==> config.mk <==
export PLATFORM = sky130hd
export DESIGN_NAME = mem_stage_ctrl_flat
export DESIGN_NICKNAME = d
export VERILOG_FILES = /design/src/rtl/mem_stage_ctrl_if.sv /design/src/rtl/mem_stage_ctrl.sv /design/src/flat_wrapper.sv
export SDC_FILE = /design/constraint.sdc
export NUM_CORES = 1
export LEC_CHECK = 0
export ABC_AREA = 1
export CAP_MARGIN = 20
export CORE_AREA = 2 2 93 95
export CTS_CLUSTER_SIZE = 25
export DETAILED_ROUTE_END_ITERATION = 8
export DIE_AREA = 0 0 95 97
export DONT_BUFFER_PORTS = 1
export GPL_TIMING_DRIVEN = 0
export PLACE_DENSITY = 0.73
export RECOVER_POWER = 50
export SLEW_MARGIN = 5
export SYNTH_ARGS = -nofsm -noshare
export SYNTH_HDL_FRONTEND = slang
export SYNTH_SLANG_ARGS = --single-unit
==> constraint.sdc <==
create_clock -name CLK -period 1.7 [get_ports CLK]
set_clock_uncertainty 0.1 [all_clocks]
set_input_delay 0.085 -clock CLK [delete_from_list [all_inputs] [get_ports CLK]]
set_output_delay 0.085 -clock CLK [all_outputs]
set_load 0.02 [all_outputs]
==> src/rtl/mem_stage_ctrl_if.sv <==
// Data-cache request bus between the memory-stage sequencer (master) and the dcache (slave).
interface mem_stage_ctrl_if #(
    parameter int unsigned ADDR_W = 32,
    parameter int unsigned DATA_W = 32
);
    logic              dmemREN;
    logic              dmemWEN;
    logic [ADDR_W-1:0] dmemaddr;
    logic [DATA_W-1:0] dmemstore;
    logic              dhit;
    logic [DATA_W-1:0] dmemload;

    modport master (
        output dmemREN, dmemWEN, dmemaddr, dmemstore,
        input  dhit, dmemload
    );

    modport slave (
        input  dmemREN, dmemWEN, dmemaddr, dmemstore,
        output dhit, dmemload
    );
endinterface

==> src/rtl/mem_stage_ctrl.sv <==
// Memory-stage sequencer: runs the dcache REN/WEN/dhit handshake, stalls the pipe, feeds MEM/WB.
// Optional load-linked/store-conditional tracking is enabled by defining MEM_STAGE_LLSC_EN.
module mem_stage_ctrl #(
    parameter int unsigned ADDR_W = 32,
    parameter int unsigned DATA_W = 32
) (
    input  logic              CLK,
    input  logic              nRST,
    input  logic              op_valid,
    input  logic              MemRead,
    input  logic              MemWrite,
    input  logic              LL,
    input  logic              SC,
    input  logic [ADDR_W-1:0] addr,
    input  logic [DATA_W-1:0] store_data,
    input  logic              pipe_advance,
    input  logic              flush_req,
    input  logic              snoop_inv,
    input  logic [ADDR_W-1:0] snoop_addr,
    mem_stage_ctrl_if.master  dbus,
    output logic              mem_stall,
    output logic [DATA_W-1:0] memwb_dmemload,
    output logic              memwb_writeEN,
    output logic              memwb_flush
);
    typedef enum logic [1:0] {IDLE, REQ, DONE} state_t;

    state_t            state, state_n;
    logic              rd_q, wr_q, sc_q;
    logic [ADDR_W-1:0] addr_q;
    logic [DATA_W-1:0] data_q;
    logic [DATA_W-1:0] load_q;
    logic              mem_op;
    logic              sc_fail;

    assign mem_op = op_valid & (MemRead | MemWrite);

`ifdef MEM_STAGE_LLSC_EN
    logic              ll_q;
    logic              link_valid;
    logic [ADDR_W-1:0] link_addr;

    assign sc_fail = SC & ~(link_valid & (link_addr == addr));

    // Clears are applied first so an LL completing on the same edge still re-arms the link.
    always_ff @(posedge CLK or negedge nRST) begin
        if (!nRST) begin
            ll_q       <= 1'b0;
            link_valid <= 1'b0;
            link_addr  <= '0;
        end else begin
            if (state == IDLE && mem_op)
                ll_q <= LL;
            if (snoop_inv && snoop_addr == link_addr)
                link_valid <= 1'b0;
            if (state == REQ && dbus.dhit && wr_q && addr_q == link_addr)
                link_valid <= 1'b0;
            if (state == IDLE && mem_op && SC)
                link_valid <= 1'b0;
            if (state == REQ && dbus.dhit && ll_q) begin
                link_valid <= 1'b1;
                link_addr  <= addr_q;
            end
        end
    end
`else
    logic unused_llsc;
    assign sc_fail     = 1'b0;
    assign unused_llsc = ^{LL, snoop_inv, snoop_addr};
`endif

    always_ff @(posedge CLK or negedge nRST) begin
        if (!nRST)
            state <= IDLE;
        else
            state <= state_n;
    end

    always_ff @(posedge CLK or negedge nRST) begin
        if (!nRST) begin
            rd_q   <= 1'b0;
            wr_q   <= 1'b0;
            sc_q   <= 1'b0;
            addr_q <= '0;
            data_q <= '0;
            load_q <= '0;
        end else begin
            if (state == IDLE && mem_op) begin
                rd_q   <= MemRead;
                wr_q   <= MemWrite;
                sc_q   <= SC;
                addr_q <= addr;
                data_q <= store_data;
                if (sc_fail)
                    load_q <= '0;
            end
            if (state == REQ && dbus.dhit) begin
                if (rd_q)
                    load_q <= dbus.dmemload;
                else if (sc_q)
                    load_q <= DATA_W'(1);
            end
        end
    end

    always_comb begin
        state_n        = state;
        mem_stall      = 1'b0;
        dbus.dmemREN   = 1'b0;
        dbus.dmemWEN   = 1'b0;
        dbus.dmemaddr  = '0;
        dbus.dmemstore = '0;
        memwb_dmemload = '0;
        case (state)
            IDLE: begin
                // Gated by nRST so the stall also drops while reset is held.
                mem_stall = mem_op & nRST;
                if (mem_op)
                    state_n = sc_fail ? DONE : REQ;
            end
            REQ: begin
                mem_stall      = 1'b1;
                dbus.dmemREN   = rd_q;
                dbus.dmemWEN   = wr_q;
                dbus.dmemaddr  = addr_q;
                dbus.dmemstore = data_q;
                if (dbus.dhit)
                    state_n = DONE;
            end
            DONE: begin
                memwb_dmemload = load_q;
                if (pipe_advance)
                    state_n = IDLE;
            end
            default: state_n = IDLE;
        endcase
        memwb_writeEN = nRST & pipe_advance & ~mem_stall;
        memwb_flush   = flush_req & memwb_writeEN;
    end
endmodule

==> src/flat_wrapper.sv <==
// flat-port wrapper written by rule: the top's interface ports become plain ports
module mem_stage_ctrl_flat 
#(
    parameter int unsigned ADDR_W = 32,
    parameter int unsigned DATA_W = 32
)
  (CLK, nRST, op_valid, MemRead, MemWrite, LL, SC, addr, store_data, pipe_advance, flush_req, snoop_inv, snoop_addr, mem_stall, memwb_dmemload, memwb_writeEN, memwb_flush, dbus_dmemREN, dbus_dmemWEN, dbus_dmemaddr, dbus_dmemstore, dbus_dhit, dbus_dmemload);
  mem_stage_ctrl_if #(.ADDR_W(ADDR_W), .DATA_W(DATA_W)) dbus_i ();
  input  logic CLK;
  input  logic nRST;
  input  logic op_valid;
  input  logic MemRead;
  input  logic MemWrite;
  input  logic LL;
  input  logic SC;
  input  logic [ADDR_W-1:0] addr;
  input  logic [DATA_W-1:0] store_data;
  input  logic pipe_advance;
  input  logic flush_req;
  input  logic snoop_inv;
  input  logic [ADDR_W-1:0] snoop_addr;
  output logic mem_stall;
  output logic [DATA_W-1:0] memwb_dmemload;
  output logic memwb_writeEN;
  output logic memwb_flush;
  output wire logic [$bits(dbus_i.dmemREN)-1:0] dbus_dmemREN;
  output wire logic [$bits(dbus_i.dmemWEN)-1:0] dbus_dmemWEN;
  output wire logic [$bits(dbus_i.dmemaddr)-1:0] dbus_dmemaddr;
  output wire logic [$bits(dbus_i.dmemstore)-1:0] dbus_dmemstore;
  input wire logic [$bits(dbus_i.dhit)-1:0] dbus_dhit;
  input wire logic [$bits(dbus_i.dmemload)-1:0] dbus_dmemload;
  assign dbus_dmemREN = dbus_i.dmemREN;
  assign dbus_dmemWEN = dbus_i.dmemWEN;
  assign dbus_dmemaddr = dbus_i.dmemaddr;
  assign dbus_dmemstore = dbus_i.dmemstore;
  assign dbus_i.dhit = dbus_dhit;
  assign dbus_i.dmemload = dbus_dmemload;
  mem_stage_ctrl #(.ADDR_W(ADDR_W), .DATA_W(DATA_W)) u_core (.CLK(CLK), .nRST(nRST), .op_valid(op_valid), .MemRead(MemRead), .MemWrite(MemWrite), .LL(LL), .SC(SC), .addr(addr), .store_data(store_data), .pipe_advance(pipe_advance), .flush_req(flush_req), .snoop_inv(snoop_inv), .snoop_addr(snoop_addr), .dbus(dbus_i), .mem_stall(mem_stall), .memwb_dmemload(memwb_dmemload), .memwb_writeEN(memwb_writeEN), .memwb_flush(memwb_flush));
endmodule
# Word-level counts from Yosys, hierarchy flattened
# Cells that the tools add are included.
# totals
ff_bits	101
in_bits	139
word_cells	37
# classes
n_eq_ne	5
muxes	12
bitwise	7
reduce_logical	6
# op_table
cell	n
$mux W32	5
$mux W2	3
$pmux W2 S3	1
$and A1 B1 Y1	5
$ne A2 B2 Y1 const B	2
$reduce_and A3 Y1	1
$eq A2 B1 Y1 const B	1
$eq A2 B2 Y1 const B	1
$logic_and A1 B1 Y1	2
$logic_not A2 Y1	1
$mux W1	2
$ne A2 B1 Y1 const B	1
$pmux W1 S2	1
$reduce_and A2 Y1	1
$reduce_bool A2 Y1	1
$not A1 Y1	1
$or A1 B1 Y1	1

# Depth between registers and ports, before layout
# Gate-level depths: netlist of run 1.
# logic_depth
word_depth	7
mapped_depth	7

# Worst setup path before layout of run 1
# OpenSTA, ideal clock, no wires.
# synth_path
path_kind	register to output
from	register u_core.state[0]
to	output memwb_dmemload[10]
t_arrival_ps	1186
path_slack_ps	329
path_stages_with_launch	5
path_buffers	2
cell_sequence	dfrtp_1 -> or2_1 -> clkbuf_1 -> buf_4 -> nor2_1
# synth_between
elab_chain_cells	2
# synth_lines
element	line_no	source
start: declaration	mem_stage_ctrl.sv:28	state_t state, state_n;
start signal: assignment	mem_stage_ctrl.sv:76	state <= state_n;
$eq A2 B2 Y1	mem_stage_ctrl.sv:114	case (state)
$mux W32	mem_stage_ctrl.sv:114	
end: declaration	flat_wrapper.sv:23	output logic [DATA_W-1:0] memwb_dmemload;
# Every way passes these cells.

# Final worst setup path of run 1
# layout_path
from	register u_core.state[1]
to	output dbus_dmemaddr[0]
# layout_between
elab_chain_cells	2
# layout_lines
element	line_no	source
$eq A2 B1 Y1	mem_stage_ctrl.sv:114	
$mux W32	mem_stage_ctrl.sv:114	
end: declaration	flat_wrapper.sv:28	output wire logic [$bits(dbus_i.dmemaddr)-1:0] dbus_dmemaddr;
# Every way passes these cells.

==> flow_metrics.env, run 1 <==
export IMPL_status="finished, violations left"
export IMPL_violations="negative hold slack, negative setup slack"
export IMPL_crit_type="reg2out"
export IMPL_initial_core_util_pct=58.6
export IMPL_area_growth_pct=39.9
export IMPL_io_pins=240
export IMPL_place_congestion=0.802
export IMPL_grt_overflow=0
export IMPL_ir_drop_mv=0.897
export IMPL_cp_top_family="flip-flops"
export IMPL_antenna_found_initial=0
export IMPL_finalCriticalPeriod_ns=1.73
export IMPL_cts_buffers=9
export IMPL_place_inst=753
export IMPL_grt_pass1_wl_mm=22.0
export IMPL_multi_input_area_mm2=0.00193
export IMPL_cp_max_fo=10
export IMPL_synth_seq_cells=101
export IMPL_final_cells=869
export IMPL_worst_pin_slew_ns=0.466
export IMPL_fin_ws_ns=-0.0266
export IMPL_grt_pass1_vias=4639
export IMPL_post_cts_buffers=0
export IMPL_r2r_end="u_core.data_q[27]"
export IMPL_pre_cts_ws_ns=0.0980
export IMPL_num_vias=4481
export IMPL_drt_total_wl_mm=14.2
export IMPL_hp_class="in2async"
export IMPL_holdBufCountCts=101
export IMPL_worst_path_max_delay_cell="dfrtp_1"
export IMPL_drive_gt1_share_pct=19.1
export IMPL_leakage_nw=3.37
export IMPL_maxSlewViolCount=0
export IMPL_cp_num_buf_inv=2
export IMPL_firstDrtPassIters=5
export IMPL_max_stage_delay_ns=0.42
export IMPL_syn_instance_count=648
export IMPL_viasPerCell=5.16
export IMPL_crit_required_ns=1.51
export IMPL_dr_first_iter_drc_count=289
export IMPL_wl_per_cell_um=16.3
export IMPL_dieArea_mm2=0.00922
export IMPL_crit_chain="inv_2 > nand2_4 > clkbuf_4 > nor2_2"
export IMPL_drv_cap=0
export IMPL_power_density_mw_per_mm2=1610
export IMPL_setup_violations_final=1
export IMPL_core_mm2=0.00813
export IMPL_synth_nets=787
export IMPL_r2r_cells=6
export IMPL_drc=0
export IMPL_fin_nets=898
export IMPL_cts_tree="done"
export IMPL_seq_area_frac_synth_pct=53.0
export IMPL_dr_wl_met2_mm=7.53
export IMPL_finalHoldWorstSlack_ns=-0.689
export IMPL_fin_crit_sh_pct=102
export IMPL_top_layer="met4"
export IMPL_clkTransAtPathRegs_ns=0.10
export IMPL_hold_viol_final=101
export IMPL_cp_end_kind="output port"
export IMPL_ant_nets=0
export IMPL_met3_length_mm=1.04
export IMPL_met1Wirelength_mm=5.12
export IMPL_rows=33
export IMPL_r2r_setup_slack_ns=0.13
export IMPL_worstSetupStartpointType="flip-flop"
export IMPL_rsz0062_at_grt="yes"
export IMPL_synthDistinctLibCells=19
export IMPL_slew_headroom_pct=68.9
export IMPL_cts_root_buf="clkbuf_8"
export IMPL_area_sequential_mm2=0.00253
export IMPL_worstPathArrival_ns=1.54
export IMPL_cts_path_max_buffers=2
export IMPL_synth_warning_count=0
export IMPL_cts_sinks=101
export IMPL_grt_max_degree=104
export IMPL_nFillCells=461
export IMPL_die_x_um=95
export IMPL_synth_area_per_cell_um2=7.36
export IMPL_netlist_area_mm2=0.00477
export IMPL_dp_hpwl_mm=7.85
export IMPL_fmax_ghz=0.579
export IMPL_antenna_cells=0
export IMPL_r2r_start="u_core.state[0]"
export IMPL_h_tree_depth=3
export IMPL_clock_latency_ns=0.35
export IMPL_port_buffers=0
export IMPL_die_y_um=97
export IMPL_grt_util_all_layers_pct=30.6
metrics by stage:
stage / power, W / utilization, % / instance area [um2] / setup TNS (ns)
2_1_floorplan: 0.00706 / - / 4770 / 0
3_3_place_gp: 0.00766 / 60.2 / 4900 / 0
3_5_place_dp: 0.00783 / 60.2 / 4900 / 0
4_1_cts: 0.0102 / 80.1 / 6510 / -1.06
5_1_grt: 0.0115 / 82.0 / 6670 / -1.86
6_report: 0.0107 / 82.0 / 6670 / -0.0266
cells in the final DEF (no fill, tap or decap), drive strengths merged:
cell,n
buf,21
clkbuf,21
clkinv,1
clkinvlp,2
dfrtp,101
dlygate4sd3,101
inv,172
nand2,166
nand3,3
nor2,103
nor3,1
o21ai,69
o22ai,1
or2,2
state kept, by name, summed over array words and instances, names as in the netlist:
signal         count
u_core.data_q     32
u_core.load_q     32
u_core.sc_q        1
u_core.rd_q        1
u_core.state       2
u_core.addr_q     32
u_core.wr_q        1
worst reg2reg max path, delay by kind of cell, from the launching register on:
kind | cells | cell delay (ns)
simple gates | 3 | 0.47
flops | 1 | 0.43
buf+inv | 2 | 0.40
compound gates | 1 | 0.07
repair_timing:
item / CTS / global route
gates resized for setup: 137 / 43
pin swaps: 0 / 2
hold endpoints to repair: 202 / 101
cloned: 0 / 0
setup endpoints to repair: 101 / 76
synthesized netlist by cell type, drive strengths merged:
| cell type | number | area [um2] |
|---|---|---|
| buf | 21 | 153 |
| clkbuf | 10 | 37.5 |
| dfrtp | 101 | 2530 |
| inv | 171 | 642 |
| nand2 | 166 | 628 |
| nand3 | 3 | 20.0 |
| nor2 | 103 | 387 |
| nor3 | 1 | 10.0 |
| o21ai | 69 | 345 |
| o22ai | 1 | 6.26 |
| or2 | 2 | 12.5 |
area by class of cell:
class / instances / area share, %
Sequential cell: 101 / 37.9
Multi-Input combinational cell: 345 / 29.0
Timing Repair Buffer: 101 / 15.2
Inverter: 171 / 9.62
Buffer: 30 / 3.70
Clock buffer: 12 / 2.18
Tap cell: 105 / 1.97
Clock inverter: 4 / 0.488
routing by layer:
| metal | vias to the layer above | GRT usage [%] |
|---|---|---|
| met3 | 46 | 6.85 |
| met1 | 2150 | 35.1 |
| li1 | 2054 | - |
| met2 | 231 | 54.2 |
| met5 | - | 0 |
| met4 | 0 | 12.2 |
how the worst max path moves through the flow:
stage                          startpoint                  to  slack [ns]  cells past startpoint
final                     u_core.state[1]    dbus_dmemaddr[0]       -0.03                      4
after floorplan           u_core.state[0]  memwb_dmemload[10]        0.33                      4
after global routing      u_core.state[1]    dbus_dmemaddr[0]        -0.1                      4
after detailed placement  u_core.state[1]           mem_stall         0.1                      4
after CTS                 u_core.state[1]   dbus_dmemstore[7]       -0.04                      4
after global placement    u_core.state[1]           mem_stall        0.12                      4
where the power goes:
group / switching, W / leakage (nW) / total, W / internal, W
Clock: 0.000809 / 0.0832 / 0.00139 / 0.000583
Sequential: 0.000693 / 1.27 / 0.00426 / 0.00357
Combinational: 0.00355 / 2.02 / 0.00507 / 0.00152
Total: 0.00505 / 3.37 / 0.0107 / 0.00567
cell families (layout without fill, tap and decap cells):
kind of cell,after synthesis,count (layout),share of synthesized area [%]
flops,101,101,53.0
buf+inv,202,318,17.4
simple gates,275,275,22.2
compound gates,70,70,7.37
Power figures use the tool's default switching activity.
==> inputs of run 2 (changes only) <==
==> constraint.sdc (replaced) <==
create_clock -name CLK -period 1.6 [get_ports CLK]
set_clock_uncertainty 0.1 [all_clocks]
set_input_delay 0.08 -clock CLK [delete_from_list [all_inputs] [get_ports CLK]]
set_output_delay 0.08 -clock CLK [all_outputs]
set_load 0.02 [all_outputs]
==> run 2 against run 1 <==
Effect of this change: routed wire length grew 1.9%; non-clock buffer count is 1 higher; largest power group unchanged; register-to-register slack got worse by 0.11 ns; flip-flop and latch count is the same; sequential share of layout area shrank 1.3 points; utilization grew 2.8 points; the flow still finishes with violations (negative hold slack, negative setup slack).
==> flow_metrics.env, run 2 (same netlist as run 1, synthesis figures left out) <==
export IMPL_status="finished, violations left"
export IMPL_violations="negative hold slack, negative setup slack"
export IMPL_leakage_nw=3.41
export IMPL_drive_gt1_share_pct=19.5
export IMPL_place_congestion=0.802
export IMPL_dieArea_mm2=0.00922
export IMPL_fin_ws_ns=-0.0513
export IMPL_firstDrtPassIters=4
export IMPL_crit_type="reg2out"
export IMPL_drc=0
export IMPL_fmax_ghz=0.606
export IMPL_finalHoldWorstSlack_ns=-0.690
export IMPL_finalCriticalPeriod_ns=1.65
export IMPL_grt_util_all_layers_pct=31.4
export IMPL_r2r_setup_slack_ns=0.02
export IMPL_area_growth_pct=44.7
export IMPL_clock_latency_ns=0.35
export IMPL_ir_drop_mv=0.990
export IMPL_cts_root_buf="clkbuf_8"
export IMPL_worst_pin_slew_ns=0.474
export IMPL_layout_common_cells="inv_1 (169), nand2_1 (164), dlygate4sd3_1 (101), dfrtp_1 (101), nor2_4 (90)"
export IMPL_r2r_start="u_core.state[0]"
export IMPL_initial_core_util_pct=58.6
export IMPL_r2r_cells=6
export IMPL_cts_sinks=101
export IMPL_nFillCells=419
export IMPL_rows=33
export IMPL_reg_top3="u_core.addr_q: 32 flops, u_core.data_q: 32 flops, u_core.load_q: 32 flops"
export IMPL_cts_tree="done"
export IMPL_p_total_w=0.0119
export IMPL_h_tree_depth=3
export IMPL_holdBufCountCts=101
export IMPL_dr_first_iter_drc_count=183
export IMPL_dp_hpwl_mm=7.85
export IMPL_worstSetupStartpointType="flip-flop"
export IMPL_hp_class="in2async"
export IMPL_viasPerCell=5.09
export IMPL_grt_max_degree=104
export IMPL_antenna_found_initial=1
export IMPL_die_x_um=95
export IMPL_cts_buffers=9
export IMPL_setup_violations_final=32
export IMPL_r2r_end="u_core.data_q[6]"
export IMPL_grt_overflow=0
export IMPL_grt_pass1_wl_mm=22.6
export IMPL_port_buffers=0
export IMPL_wl_per_cell_um=16.6
export IMPL_hold_viol_final=101
export IMPL_maxSlewViolCount=0
export IMPL_clkTransAtPathRegs_ns=0.10
export IMPL_power_density_mw_per_mm2=1730
export IMPL_worstPathArrival_ns=1.47
export IMPL_crit_required_ns=1.42
export IMPL_grt_pass1_vias=4715
export IMPL_ant_nets=0
export IMPL_io_pins=240
export IMPL_die_y_um=97
export IMPL_core_mm2=0.00813
export IMPL_drv_cap=0
export IMPL_cp_end_kind="output port"
export IMPL_num_vias=4436
export IMPL_drt_total_wl_mm=14.5
export IMPL_fin_nets=899
export IMPL_cp_max_fo=7
export IMPL_slew_headroom_pct=68.4
export IMPL_rsz0062_at_grt="yes"
export IMPL_cts_path_max_buffers=2
export IMPL_fin_crit_sh_pct=103
export IMPL_final_util_pct=84.8
export IMPL_final_common_cell="inv_1"
## run 2: worst max-delay path by stage
stage                    start                  to  slack (ns)
6_report       u_core.state[0]   memwb_dmemload[7]       -0.05
5_1_grt        u_core.state[1]         memwb_flush       -0.11
4_1_cts        u_core.state[1]         memwb_flush       -0.07
3_5_place_dp   u_core.state[1]           mem_stall       0.003
3_3_place_gp   u_core.state[1]           mem_stall        0.03
2_1_floorplan  u_core.state[0]  memwb_dmemload[10]        0.23
## run 2: cell type report
type / count / area (um2) / area share, %
antenna: 1 / 2.50 / 0.0363
buffer: 30 / 264 / 3.83
clock buffer: 12 / 145 / 2.10
clock inverter: 4 / 32.5 / 0.471
inverter: 171 / 642 / 9.30
multi-input combinational: 345 / 2120 / 30.7
sequential: 101 / 2530 / 36.6
tap: 105 / 131 / 1.90
timing repair buffer: 102 / 1040 / 15.0
## run 2: what timing repair did
| item | 4_1_cts | 5_1_grt |
|---|---|---|
| pin swaps | 1 | 1 |
| buffers inserted | 0 | 0 |
| endpoints found under the setup margin | 101 | 175 |
| cloned | 0 | 1 |
| endpoints found under the hold margin | 202 | 101 |
| resized for setup | 183 | 47 |
## run 2: worst max-delay path, cell delays in order (launching register included)
cell and delay (ns):
dfrtp_1 0.43, or2_4 0.34, clkbuf_16 0.20, nor2_4 0.16
## run 2: metal layers
| layer | global-route usage [%] | share of wire [%] | vias to the layer above |
|---|---|---|---|
| li1 | - | - | 2063 |
| met1 | 36.0 | 37 | 2154 |
| met2 | 54.9 | 54 | 183 |
| met3 | 6.93 | 5.9 | 36 |
| met4 | 14.6 | 3.1 | 0 |
| met5 | 0 | 0 | - |
## run 2: through the flow
stage	worst slack [ns]	setup TNS [ns]	cells	instance area [um2]
floorplan	0.234	0	648	4770
global placement	0.0290	0	753	4900
detailed placement	0.00297	0	753	4900
CTS	-0.0654	-3.40	869	6700
global route	-0.113	-9.75	871	6900
finish	-0.0513	-1.07	871	6900
## run 2: power breakdown
group | total [W] | switching, W | internal [W]
Sequential | 0.00455 | 0.000756 | 0.00379
Clock | 0.00149 | 0.000871 | 0.000620
Combinational | 0.00590 | 0.00410 | 0.00180
